`src/rtl/trigger_in_cond_if.sv`:
```
// ============================================================================
// trigger_in_cond_if : trigger-conditioner register/strobe bundle
// Rev 1.0
// ============================================================================
`default_nettype none

interface trigger_in_cond_if #(
   parameter int CNT_W = 32
);
   logic             ext_trig_in;
   logic             reg_trig_en;
   logic [1:0]       reg_edge_sel;
   logic [15:0]      reg_filter_len;
   logic [31:0]      reg_holdoff;
   logic             reg_cnt_clr;
   logic             trig_level;
   logic             trig_pulse;
   logic             trig_busy;
   logic [CNT_W-1:0] trig_cnt;
   logic [CNT_W-1:0] drop_cnt;

   modport master (
      output ext_trig_in, reg_trig_en, reg_edge_sel, reg_filter_len,
             reg_holdoff, reg_cnt_clr,
      input  trig_level, trig_pulse, trig_busy, trig_cnt, drop_cnt
   );

   modport slave (
      input  ext_trig_in, reg_trig_en, reg_edge_sel, reg_filter_len,
             reg_holdoff, reg_cnt_clr,
      output trig_level, trig_pulse, trig_busy, trig_cnt, drop_cnt
   );
endinterface

`default_nettype wire

```
`src/rtl/trigger_in_cond.sv`:
```
// ============================================================================
// trigger_in_cond : sync, glitch-filter, edge-select and holdoff for ext trigger
// Rev 1.0
// ============================================================================
`default_nettype none

module trigger_in_cond #(
   parameter int SYNC_STAGES = 2,
   parameter int CNT_W       = 32
) (
   input  logic             clk,
   input  logic             rst,
   trigger_in_cond_if.slave bus
);
   localparam logic [CNT_W-1:0] CNT_ONE  = {{(CNT_W-1){1'b0}}, 1'b1};
   localparam logic [CNT_W-1:0] CNT_MAX  = {CNT_W{1'b1}};
   localparam logic [1:0]       SEL_RISE = 2'b00;
   localparam logic [1:0]       SEL_FALL = 2'b01;
   localparam logic [1:0]       SEL_BOTH = 2'b10;

   logic [SYNC_STAGES-1:0] sync_q;
   logic                   sync_out;
   logic [15:0]            flt_cnt;
   logic [15:0]            flt_len;
   logic [16:0]            flt_inc;
   logic                   flt_done;
   logic                   trig_level;
   logic                   trig_level_d;
   logic                   trig_pulse;
   logic                   trig_busy;
   logic                   rise;
   logic                   fall;
   logic                   match;
   logic                   accept;
   logic                   drop;
   logic [31:0]            hold_cnt;
   logic [31:0]            hold_nxt;
   logic [CNT_W-1:0]       trig_cnt;
   logic [CNT_W-1:0]       drop_cnt;

   assign sync_out = sync_q[SYNC_STAGES-1];

   always_comb begin
      flt_len  = (bus.reg_filter_len == 16'd0) ? 16'd1 : bus.reg_filter_len;
      flt_inc  = {1'b0, flt_cnt} + 17'd1;
      flt_done = (flt_inc >= {1'b0, flt_len});
      rise     = trig_level & ~trig_level_d;
      fall     = ~trig_level & trig_level_d;
      match    = ((bus.reg_edge_sel == SEL_RISE) & rise) |
                 ((bus.reg_edge_sel == SEL_FALL) & fall) |
                 ((bus.reg_edge_sel == SEL_BOTH) & (rise | fall));
      accept   = match & bus.reg_trig_en & (hold_cnt == 32'd0);
      drop     = match & bus.reg_trig_en & (hold_cnt != 32'd0);
      // Reload on accept wins over the running decrement
      if (accept) begin
         hold_nxt = bus.reg_holdoff;
      end else if (hold_cnt != 32'd0) begin
         hold_nxt = hold_cnt - 32'd1;
      end else begin
         hold_nxt = 32'd0;
      end
   end

   always_ff @(posedge clk or negedge rst) begin
      if (!rst) begin
         sync_q       <= '0;
         flt_cnt      <= 16'd0;
         trig_level   <= 1'b0;
         trig_level_d <= 1'b0;
         trig_pulse   <= 1'b0;
         hold_cnt     <= 32'd0;
         trig_busy    <= 1'b0;
         trig_cnt     <= '0;
         drop_cnt     <= '0;
      end else begin
         sync_q       <= {sync_q[SYNC_STAGES-2:0], bus.ext_trig_in};
         trig_level_d <= trig_level;

         if (sync_out == trig_level) begin
            flt_cnt <= 16'd0;
         end else if (flt_done) begin
            trig_level <= sync_out;
            flt_cnt    <= 16'd0;
         end else begin
            flt_cnt <= flt_inc[15:0];
         end

         trig_pulse <= accept;
         hold_cnt   <= hold_nxt;
         trig_busy  <= (hold_nxt != 32'd0);

         // Clear beats a same-cycle increment; counters stick at all-ones
         if (bus.reg_cnt_clr) begin
            trig_cnt <= '0;
         end else if (accept && (trig_cnt != CNT_MAX)) begin
            trig_cnt <= trig_cnt + CNT_ONE;
         end

         if (bus.reg_cnt_clr) begin
            drop_cnt <= '0;
         end else if (drop && (drop_cnt != CNT_MAX)) begin
            drop_cnt <= drop_cnt + CNT_ONE;
         end
      end
   end

   assign bus.trig_level = trig_level;
   assign bus.trig_pulse = trig_pulse;
   assign bus.trig_busy  = trig_busy;
   assign bus.trig_cnt   = trig_cnt;
   assign bus.drop_cnt   = drop_cnt;

endmodule

`default_nettype wire

```
`src/flat_wrapper.sv`:
```
// flat-port wrapper written by rule: the top's interface ports become plain ports
module trigger_in_cond_flat 
#(
   parameter int SYNC_STAGES = 2,
   parameter int CNT_W       = 32
)
  (clk, rst, bus_ext_trig_in, bus_reg_trig_en, bus_reg_edge_sel, bus_reg_filter_len, bus_reg_holdoff, bus_reg_cnt_clr, bus_trig_level, bus_trig_pulse, bus_trig_busy, bus_trig_cnt, bus_drop_cnt);
  trigger_in_cond_if #(.CNT_W(CNT_W)) bus_i ();
  input  logic clk;
  input  logic rst;
  input wire logic [$bits(bus_i.ext_trig_in)-1:0] bus_ext_trig_in;
  input wire logic [$bits(bus_i.reg_trig_en)-1:0] bus_reg_trig_en;
  input wire logic [$bits(bus_i.reg_edge_sel)-1:0] bus_reg_edge_sel;
  input wire logic [$bits(bus_i.reg_filter_len)-1:0] bus_reg_filter_len;
  input wire logic [$bits(bus_i.reg_holdoff)-1:0] bus_reg_holdoff;
  input wire logic [$bits(bus_i.reg_cnt_clr)-1:0] bus_reg_cnt_clr;
  output wire logic [$bits(bus_i.trig_level)-1:0] bus_trig_level;
  output wire logic [$bits(bus_i.trig_pulse)-1:0] bus_trig_pulse;
  output wire logic [$bits(bus_i.trig_busy)-1:0] bus_trig_busy;
  output wire logic [$bits(bus_i.trig_cnt)-1:0] bus_trig_cnt;
  output wire logic [$bits(bus_i.drop_cnt)-1:0] bus_drop_cnt;
  assign bus_i.ext_trig_in = bus_ext_trig_in;
  assign bus_i.reg_trig_en = bus_reg_trig_en;
  assign bus_i.reg_edge_sel = bus_reg_edge_sel;
  assign bus_i.reg_filter_len = bus_reg_filter_len;
  assign bus_i.reg_holdoff = bus_reg_holdoff;
  assign bus_i.reg_cnt_clr = bus_reg_cnt_clr;
  assign bus_trig_level = bus_i.trig_level;
  assign bus_trig_pulse = bus_i.trig_pulse;
  assign bus_trig_busy = bus_i.trig_busy;
  assign bus_trig_cnt = bus_i.trig_cnt;
  assign bus_drop_cnt = bus_i.drop_cnt;
  trigger_in_cond #(.SYNC_STAGES(SYNC_STAGES), .CNT_W(CNT_W)) u_core (.clk(clk), .rst(rst), .bus(bus_i));
endmodule
```
`config.mk`:
```
export PLATFORM = sky130hd
export DESIGN_NAME = trigger_in_cond_flat
export DESIGN_NICKNAME = d
export VERILOG_FILES = /design/src/rtl/trigger_in_cond_if.sv /design/src/rtl/trigger_in_cond.sv /design/src/flat_wrapper.sv
export SDC_FILE = /design/constraint.sdc
export NUM_CORES = 1
export LEC_CHECK = 0
export CAP_MARGIN = 40
export CORE_MARGIN = 4
export CORE_UTILIZATION = 55
export CTS_CLUSTER_DIAMETER = 80
export DETAILED_ROUTE_END_ITERATION = 16
export GPL_TIMING_DRIVEN = 0
export PLACE_DENSITY = 0.94
export SLEW_MARGIN = 20
export SYNTH_ARGS = -nofsm -noshare
export SYNTH_HDL_FRONTEND = slang
export SYNTH_SLANG_ARGS = --single-unit
```
`constraint.sdc`:
```
create_clock -name clk -period 4.21 [get_ports clk]
set_input_delay 0.6315 -clock clk [delete_from_list [all_inputs] [get_ports clk]]
set_output_delay 0.6315 -clock clk [all_outputs]
set_load 0.05 [all_outputs]
```
Word-level counts from Yosys, hierarchy flattened
Cells that the tools add are included.

storage, ports and cells
  word-level logic and storage cells = 52
  memories = 0
  latch bits = 0
  memory bits (writable) = 0
  register bits after elaboration = 118
  memory bits (read-only) = 0
  input port bits = 55

operators by class
  eq/ne operators = 5
  multiplexer cells = 9
  $lt $le $gt $ge = 1
  div/mod/pow operators = 0
  bitwise operators = 14
  shifts and indexed selects = 0
  $mul = 0
  add/subtract/negate cells = 4
  reductions and logical operators = 10

operators by type and width
  operator                                                               number
  32-bit two-way mux                                                     6
  32-bit by 1-bit adder with 32-bit output (second input constant)       2
  32-bit inequality test (second input constant)                         2
  32-bit nonzero test                                                    2
  16-bit two-way mux                                                     3
  32-bit logical NOT                                                     1
  32-bit by 1-bit subtractor with 32-bit output (second input constant)  1
  16-bit by 1-bit adder with 17-bit output (second input constant)       1
  17-bit by 16-bit greater-or-equal comparator with 1-bit output         1
  16-bit logical NOT                                                     1
  1-bit bitwise AND                                                      8
  2-bit nonzero test                                                     2
  1-bit NOT                                                              3
  1-bit bitwise OR                                                       3
  2-bit by 1-bit == test with 1-bit output (second input constant)       1
  2-bit == test (second input constant)                                  1
  1-bit logical AND                                                      2
  2-bit logical NOT                                                      1
  2-bit AND reduction                                                    1
  1-bit == test                                                          1

Logic depth before layout (Yosys ltp)
Gate-level depths: netlist of the first run.

  word-level depth = 10
  mapped depth = 14

Worst setup path after synthesis of the first run
Ideal clock, no wire load.

  kind = register -> register
  start = register u_core.trig_level (netlist: u_core.bus.trig_level)
  end = register u_core.drop_cnt[12] (netlist: u_core.bus.drop_cnt[12])
  clock period less this slack = 2857 ps
  slack = 1353 ps
  arrival = 2725 ps
  stages on the path, launching flop included = 12
  path through = dfrtp_1 inv_1 ha_1 o21ai_0 o211a_1 buf_2 o31ai_1 a211oi_1 clkbuf_1 nand3_1 xor2_1 nor2_1

between the ends
  longest elaborated chain between the ends = 9

ends and longest elaborated chain
  what                                                          RTL line                                      text
  start, declared                                               trigger_in_cond.sv:27                         logic trig_level;
  start signal, assigned                                        trigger_in_cond.sv:82                         trig_level <= sync_out;
  1-bit NOT                                                     trigger_in_cond.sv:48                         fall = ~trig_level & trig_level_d;
  1-bit bitwise AND                                             trigger_in_cond.sv:48
  1-bit bitwise AND / 1-bit bitwise OR (equally long branches)  trigger_in_cond.sv:50, trigger_in_cond.sv:51
  1-bit bitwise OR / 1-bit bitwise AND (equally long branches)  trigger_in_cond.sv:49, trigger_in_cond.sv:51
  1-bit bitwise OR (*)                                          trigger_in_cond.sv:50                         ((bus.reg_edge_sel == SEL_FALL) & fall) |
  1-bit bitwise AND (*) (2 in series)                           trigger_in_cond.sv:53                         drop = match & bus.reg_trig_en & (hold_cnt != 32'd0);
  1-bit logical AND (*)                                         trigger_in_cond.sv:101                        end else if (drop && (drop_cnt != CNT_MAX)) begin
  2-bit nonzero test (no line) (*)                              --
  end signal, assigned                                          trigger_in_cond.sv:102                        drop_cnt <= drop_cnt + CNT_ONE;
  end, declared                                                 trigger_in_cond.sv:39                         logic [CNT_W-1:0] drop_cnt;

Every way passes the cells marked *; elsewhere a longest branch is shown, timed or not.
A chain may end at the register's enable or synchronous reset.

Worst setup path after layout of the first run
  start = register u_core.hold_cnt[0]
  end = register u_core.trig_busy (netlist: u_core.bus.trig_busy)

between the ends
  longest elaborated chain between the ends = 4

ends and longest elaborated chain
  what                                                                   RTL line                                      text
  start, declared                                                        trigger_in_cond.sv:36                         logic [31:0] hold_cnt;
  start signal, assigned                                                 trigger_in_cond.sv:89                         hold_cnt <= hold_nxt;
  32-bit by 1-bit subtractor with 32-bit output (tied with other cells)  trigger_in_cond.sv:58                         hold_nxt = hold_cnt - 32'd1;
  32-bit two-way mux / 1-bit bitwise AND (equally long branches)         trigger_in_cond.sv:57, trigger_in_cond.sv:52
  32-bit two-way mux (*)                                                 trigger_in_cond.sv:55                         if (accept) begin
  32-bit nonzero test (*)                                                trigger_in_cond.sv:90                         trig_busy <= (hold_nxt != 32'd0);
  end signal, assigned                                                   trigger_in_cond.sv:90
  end, declared                                                          trigger_in_cond.sv:30                         logic trig_busy;

Marks and branches as above.

==> results_dict.tcl, run 1 <==
set metrics [dict create \
    ys_top_cells_by_count "dfrtp_1 (118), nor2_1 (93), nand2_1 (66)" \
    grt-ovfl-total 0 \
    numPortBuffers 120 \
    post_cts_buffers 0 \
    root_buffer "clkbuf_16" \
    drv_slew 0 \
    fin_cells 1070 \
    gp_congestion 0.9007 \
    clk_pin_slew_ns 0.05 \
    pin_count 122 \
    async_reset_ff_share_pct 100.0 \
    synthAdderAreaFrac_pct 4.149 \
    rows 40 \
    vias 6255 \
    powerDensity_nw_per_um2 298.3 \
    die_width_um 120.3 \
    dp.cells 1039 \
    cp.required_ns 4.47 \
    power_mw 2.666 \
    fin_crit_ns 3.417 \
    setup_viol_count_final 0 \
    slowest_stage "nor3b_1" \
    synth_compound_area_share_pct 9.650 \
    status "finished clean" \
    dp_hpwl_um 13020 \
    syn_avg_cell_area_um2 9.249 \
    worst-setup-path-type "flop to flop" \
    cts_resized 0 \
    syn_to_final_growth_pct 28.82 \
    drt_iter0_markers 617 \
    r2r-end "u_core.bus.trig_busy" \
    cts_max_level 4 \
    fp.dieH_um 120.3 \
    grt_use_total_pct 25.77 \
    place_area_um2 8377 \
    leakagePower_nw 3.775 \
    multi_input_area_um2 3757 \
    ys_seq_elements 118 \
    final_cell_area_um2 8936 \
    fin_worst_skew_ns 0.007621 \
    yosysSeqAreaShare_pct 42.57 \
    clk_path_buf_depth 2 \
    synth_top_area_share_pct 42.57 \
    yosys.area_share.xor_xnor_pct 11.87 \
    regArea_um2 2953 \
    ir_drop_v 0.0002120 \
    yosys.area_share.simple_pct 27.60 \
    r2r_slack_ns 0.79 \
    r2r_cells 9 \
    fin_nets 969 \
    core_region_area_um2 12160 \
    cp_top_family "simple AND/OR/NAND/NOR gates" \
    cts_tree "yes" \
    yosysTopAreaCell "dfrtp_1" \
    postSynthCellCount 750 \
    cts_sinks 118 \
    ys_top_cells_by_area "dfrtp_1 (43%), xor2_1 (7.4%), nor2_1 (5.0%)" \
    cp_num_buf_inv 1 \
    syn_nets 828 \
    drive_gt1_share_pct 6.874 \
    synth_edf_count 0 \
    synthMuxAreaShare_pct 0.9019 \
    arrival_ns 3.68 \
    grt_pass1_vias 6139 \
    grt_pass1_wl_um 29970 \
    routedWlPerCell_um 16.85 \
    yosysMostFrequentCell "dfrtp_1" \
    yosysWarnings 0 \
    endpoint_kind "flop" \
    synthDistinctLibCells 62 \
    synth_top_family_by_area "simple AND/OR/NAND/NOR gates" \
    die_area_um2 14470 \
    cts_made_buffers 17 \
    cap_violations 0 \
    route.antenna.remaining_nets 0 \
    routed_wl_um 18030 \
    finalHoldViolCount 0 \
    via_per_inst 5.846 \
    startpoint_type "flop" \
    n_fill_cell 870 \
    start_util_pct 57.04 \
    timing.rr.start "u_core.hold_cnt[0]" \
    fmax_mhz 292.6 \
    period_share_pct 81.17 \
    holdWs_ns 0.1608 \
    syn_area_um2 6937 \
    max_stage_delay_ns 0.55 \
    worstMarginPinSlew_ns 0.8548 \
    synthFlopType "dfrtp_1" \
    clock_latency_ns 0.42 \
    drc 0 \
    slew_headroom_pct 43.01 \
    worstPathMaxFanout 6 \
    min_path_type "input port to asynchronous set/reset pin" \
    hold_buffers 0 \
    grt_setup_unrepaired "no" \
    cp.depth 9 \
    antenna_found_initial 1 \
    fin_util_pct 73.48 \
    diodes 0 \
    dr.pass1.iters 5 \
    grt_max_degree 66 \
    worstPathCellList "inv_1 > ha_1 > nor3b_1 > nand3_1 > nor2_1 > nand2_1 > a211o_1 > a2111oi_0 > o2111ai_1" \
]
==> worst reg2reg max path: cells and delay by family (launching register included) <==
kind | cells | cell delay (ns)
adder cells (fa/ha/maj) | 1 | 0.22
AO/OA/AOI/OAI | 3 | 0.91
buffers and inverters | 1 | 0.15
AND/OR/NAND/NOR | 4 | 1.55
flip-flops | 1 | 0.44
==> kinds of logic (layout without fill, tap and decap cells) <==
group / after synthesis / after routing
muxes: 6 / 6
adders and majority gates: 23 / 23
buffers and inverters: 56 / 208
xor gates and xnor gates: 94 / 94
AOI/OAI and AO/OA: 92 / 92
and+or+nand+nor: 361 / 361
DFF: 118 / 118
==> sequential cells by signal, indices dropped and copies added, names as in the netlist <==
register,cells
u_core.bus.trig_pulse,1
u_core.bus.drop_cnt,32
u_core.sync_q,2
u_core.bus.trig_cnt,32
u_core.flt_cnt,16
u_core.bus.trig_busy,1
u_core.hold_cnt,32
u_core.trig_level_d,1
u_core.bus.trig_level,1
==> layout make-up <==
class	instances	area share, %
Multi-Input combinational cell	576	42.05
Buffer	31	1.484
Sequential cell	118	33.04
Clock inverter	10	1.204
Timing Repair Buffer	122	13.82
Clock buffer	20	4.999
Tap cell	168	2.352
Inverter	25	1.050
==> worst max path at each step <==
stage / start / endpoint / slack, ns
3_5_place_dp: bus_reg_edge_sel[0] / u_core.bus.drop_cnt[10] / 0.66
4_1_cts: u_core.bus.trig_level / u_core.bus.drop_cnt[10] / 0.84
3_3_place_gp: rst / u_core.hold_cnt[1] / -1.94
2_1_floorplan: u_core.bus.trig_level / u_core.bus.drop_cnt[12] / 1.35
6_report: u_core.hold_cnt[0] / u_core.bus.trig_busy / 0.79
5_1_grt: u_core.hold_cnt[0] / u_core.bus.trig_busy / 0.59
==> report_power, final <==
group	internal, mW	total (mW)	leakage [nW]	switching, mW
combinational	0.0696	0.149	1.95	0.0792
sequential	1.14	1.15	1.56	0.00513
clock	0.871	1.37	0.267	0.501
total	2.08	2.67	3.77	0.585
==> cell usage in the layout (no fill, tap or decap), types with 15 or more instances in the layout <==
master and count:
nor2_1 93, clkbuf_16 17, dfrtp_1 118, clkbuf_1 23, inv_1 25, nor3_1 19, nand4_1 30, nor4_1 19
clkdlybuf4s50_1 119, a21oi_1 18, nand2_1 66, ha_1 23, xor2_1 59, xnor2_1 35, and3_1 28, nor2b_1 15
nand3_1 48, o21ai_0 17
==> per-layer routing <==
layer	track usage [%]	routed length [um]	vias up
met5	0	12	-
met1	33.39	7518	2956
met3	5.145	1288	42
li1	-	-	2967
met2	42.96	8766	288
met4	9.703	447	2
==> per-stage QoR <==
stage | setup TNS [ns] | worst slack, ns
floorplan | 0 | 1.353
global placement | -227.45 | -1.938
detailed placement | 0 | 0.6578
CTS | 0 | 0.8432
global route | 0 | 0.5914
finish | 0 | 0.7926
No activity file was read; power rests on OpenSTA's default activity.
==> run 2, diff against run 1 <==
--- a/config.mk
+++ b/config.mk
@@ -7,11 +7,11 @@
 export LEC_CHECK = 0
 export CAP_MARGIN = 40
 export CORE_MARGIN = 4
-export CORE_UTILIZATION = 55
+export CORE_UTILIZATION = 54
 export CTS_CLUSTER_DIAMETER = 80
 export DETAILED_ROUTE_END_ITERATION = 16
 export GPL_TIMING_DRIVEN = 0
-export PLACE_DENSITY = 0.94
+export PLACE_DENSITY = 0.92
 export SLEW_MARGIN = 20
 export SYNTH_ARGS = -nofsm -noshare
 export SYNTH_HDL_FRONTEND = slang
==> constraint.sdc (replaced) <==
create_clock -name clk -period 3.3 [get_ports clk]
set_input_delay 0.495 -clock clk [delete_from_list [all_inputs] [get_ports clk]]
set_output_delay 0.495 -clock clk [all_outputs]
set_load 0.05 [all_outputs]
==> run 2 against run 1 <==
Cell area rose by 0.45%. Critical endpoint unchanged. Sequential power grew 27%. Via count increased by 3.1%. Routed wire length rose by 4.5%. Register-to-register slack got worse by 0.63 ns. Critical path depth unchanged. Power rose by 27%.
==> results_dict.tcl, run 2 (synthesized netlist as in run 1, its figures left out) <==
set metrics [dict create \
    powerDensity_nw_per_um2 377.0 \
    setup_viol_count_final 0 \
    clk_pin_slew_ns 0.06 \
    busiest_layer "met2" \
    period_share_pct 95.10 \
    final_cell_area_um2 8976 \
    intPower_mw 2.578 \
    power_mw 3.384 \
    fp.dieH_um 121.3 \
    final_cell_mix "clkdlybuf4s50_1 (119), dfrtp_1 (118), nor2_1 (92), nand2_1 (66), xor2_1 (59)" \
    routed_wl_um 18840 \
    diodes 0 \
    met1_usage_pct 30.79 \
    ir_drop_v 0.0002670 \
    grtUsageMet3_pct 5.315 \
    die_area_um2 14720 \
    cts_sinks 118 \
    rows 41 \
    grt_setup_unrepaired "yes" \
    grt-ovfl-total 0 \
    min_path_type "input port to asynchronous set/reset pin" \
    clkPwrFrac_pct 51.2 \
    die_width_um 121.3 \
    fin_worst_skew_ns 0.005094 \
    worst-setup-path-type "flop to flop" \
    gp_congestion 0.9107 \
    fin_crit_ns 3.138 \
    route.antenna.remaining_nets 0 \
    top_regs "u_core.bus.drop_cnt x32, u_core.bus.trig_cnt x32, u_core.hold_cnt x32" \
    hold_buffers 0 \
    drc 0 \
    core_region_area_um2 12620 \
    routedWlPerCell_um 17.53 \
    via_per_inst 5.997 \
    use_met2_pct 43.73 \
    combPwrFrac_pct 5.7 \
    grt_pass1_wl_um 30120 \
    numPortBuffers 120 \
    dp_hpwl_um 13430 \
    drv_slew 0 \
    finalHoldViolCount 0 \
    worstMarginPinSlew_ns 0.8758 \
    grt_max_degree 62 \
    dr.pass1.iters 5 \
    start_util_pct 54.97 \
    arrival_ns 3.40 \
    worstPathMaxFanout 9 \
    cap_violations 0 \
    slew_headroom_pct 41.61 \
    post_cts_buffers 0 \
    leakagePower_nw 3.808 \
    drive_gt1_share_pct 8.084 \
    startpoint_type "flop" \
    grt_use_total_pct 25.41 \
    clk_path_buf_depth 2 \
    final_common_cell "clkdlybuf4s50_1" \
    p_sw_share_pct 23.83 \
    syn_to_final_growth_pct 29.40 \
    cts_max_level 4 \
    cts_tree "yes" \
    drt_iter0_markers 613 \
    status "finished clean" \
    fin_nets 968 \
    antenna_found_initial 1 \
    root_buffer "clkbuf_16" \
    endpoint_kind "flop" \
    n_fill_cell 911 \
    place_area_um2 8382 \
    fmax_mhz 318.6 \
    switchingPower_mw 0.8063 \
    pin_count 122 \
    pwr-share-seq_pct 43.2 \
    grt_pass1_vias 6290 \
    cp.required_ns 3.56 \
    vias 6447 \
    clock_latency_ns 0.42 \
    cts_made_buffers 17 \
    fin_util_pct 71.13 \
]
run 2: cell types whose count changed in the layout (fill, tap and decap cells not counted), sizes merged:
cell / change
bufinv: -1
clkinv: +3
inv: +3
clkbuf: -5
buf: +1
run 2: what timing repair did:
item	CTS	global route
cloned	0	0
resized for setup	2	9
setup endpoints to repair	9	18
pin swaps	0	1
run 2: routing by layer:
layer  vias up  wire length, um
li1       2958                -
met1      3111             7473
met2       309             9459
met3        67             1342
met4         2              562
met5         -                7
run 2: worst paths after layout:
| check | start | end | slack [ns] | depth (start not counted) |
|---|---|---|---|---|
| setup reg to reg | u_core.hold_cnt[0] | u_core.bus.trig_busy | 0.16 | 9 |
| hold reg to reg | u_core.sync_q[0] | u_core.sync_q[1] | 0.35 | 0 |
| min in group clk | u_core.sync_q[0] | u_core.sync_q[1] | 0.35 | 0 |
| max in group asynchronous | rst | u_core.hold_cnt[0] | 2.56 | 2 |
| setup / recovery | u_core.hold_cnt[0] | u_core.bus.trig_busy | 0.16 | 9 |
| hold / removal | rst | u_core.bus.trig_cnt[21] | 0.05 | 1 |
run 2: metrics by stage:
step | setup TNS, ns | setup WS, ns | hold slack, ns | cells
after CTS | 0 | 0.005938 | 0.06578 | 1075
after global routing | -0.1598 | -0.03240 | 0.08812 | 1075
after floorplan | 0 | 0.4430 | 0.1994 | 750
after detailed placement | -1.183 | -0.1441 | 0.3386 | 1043
after global placement | -328.98 | -2.799 | 0.3349 | 1042
final | 0 | 0.1616 | 0.05201 | 1075
run 2: power by group through the flow:
stage                     logic [mW]  clock network [mW]  registers (mW)
after global routing           0.211                1.82            1.46
final                          0.192                1.73            1.46
after CTS                      0.194                1.75            1.46
after global placement         0.184                   0            1.49
after floorplan               0.0615                   0            1.49
after detailed placement       0.192                   0            1.49
run 2: critical path, stage by stage (launching register included):
cell	delay, ns
dfrtp_1	0.43
inv_1	0.16
ha_1	0.23
or3b_1	0.35
clkbuf_1	0.26
nor4_1	0.30
xor2_1	0.15
or4_4	0.52
a2111oi_4	0.39
o2111ai_1	0.19
run 2: area by class of cell:
cell class	instances	area (um^2)	share of cell area, %
well taps	172	215.2	2.398
flip-flops and latches	118	2953	32.90
multi-input cells	576	3795	42.28
repair buffers	121	1230	13.70
clock inverters	15	130.1	1.450
plain buffers	31	133.9	1.491
clock buffers	17	425.4	4.739
inverters	25	93.84	1.045
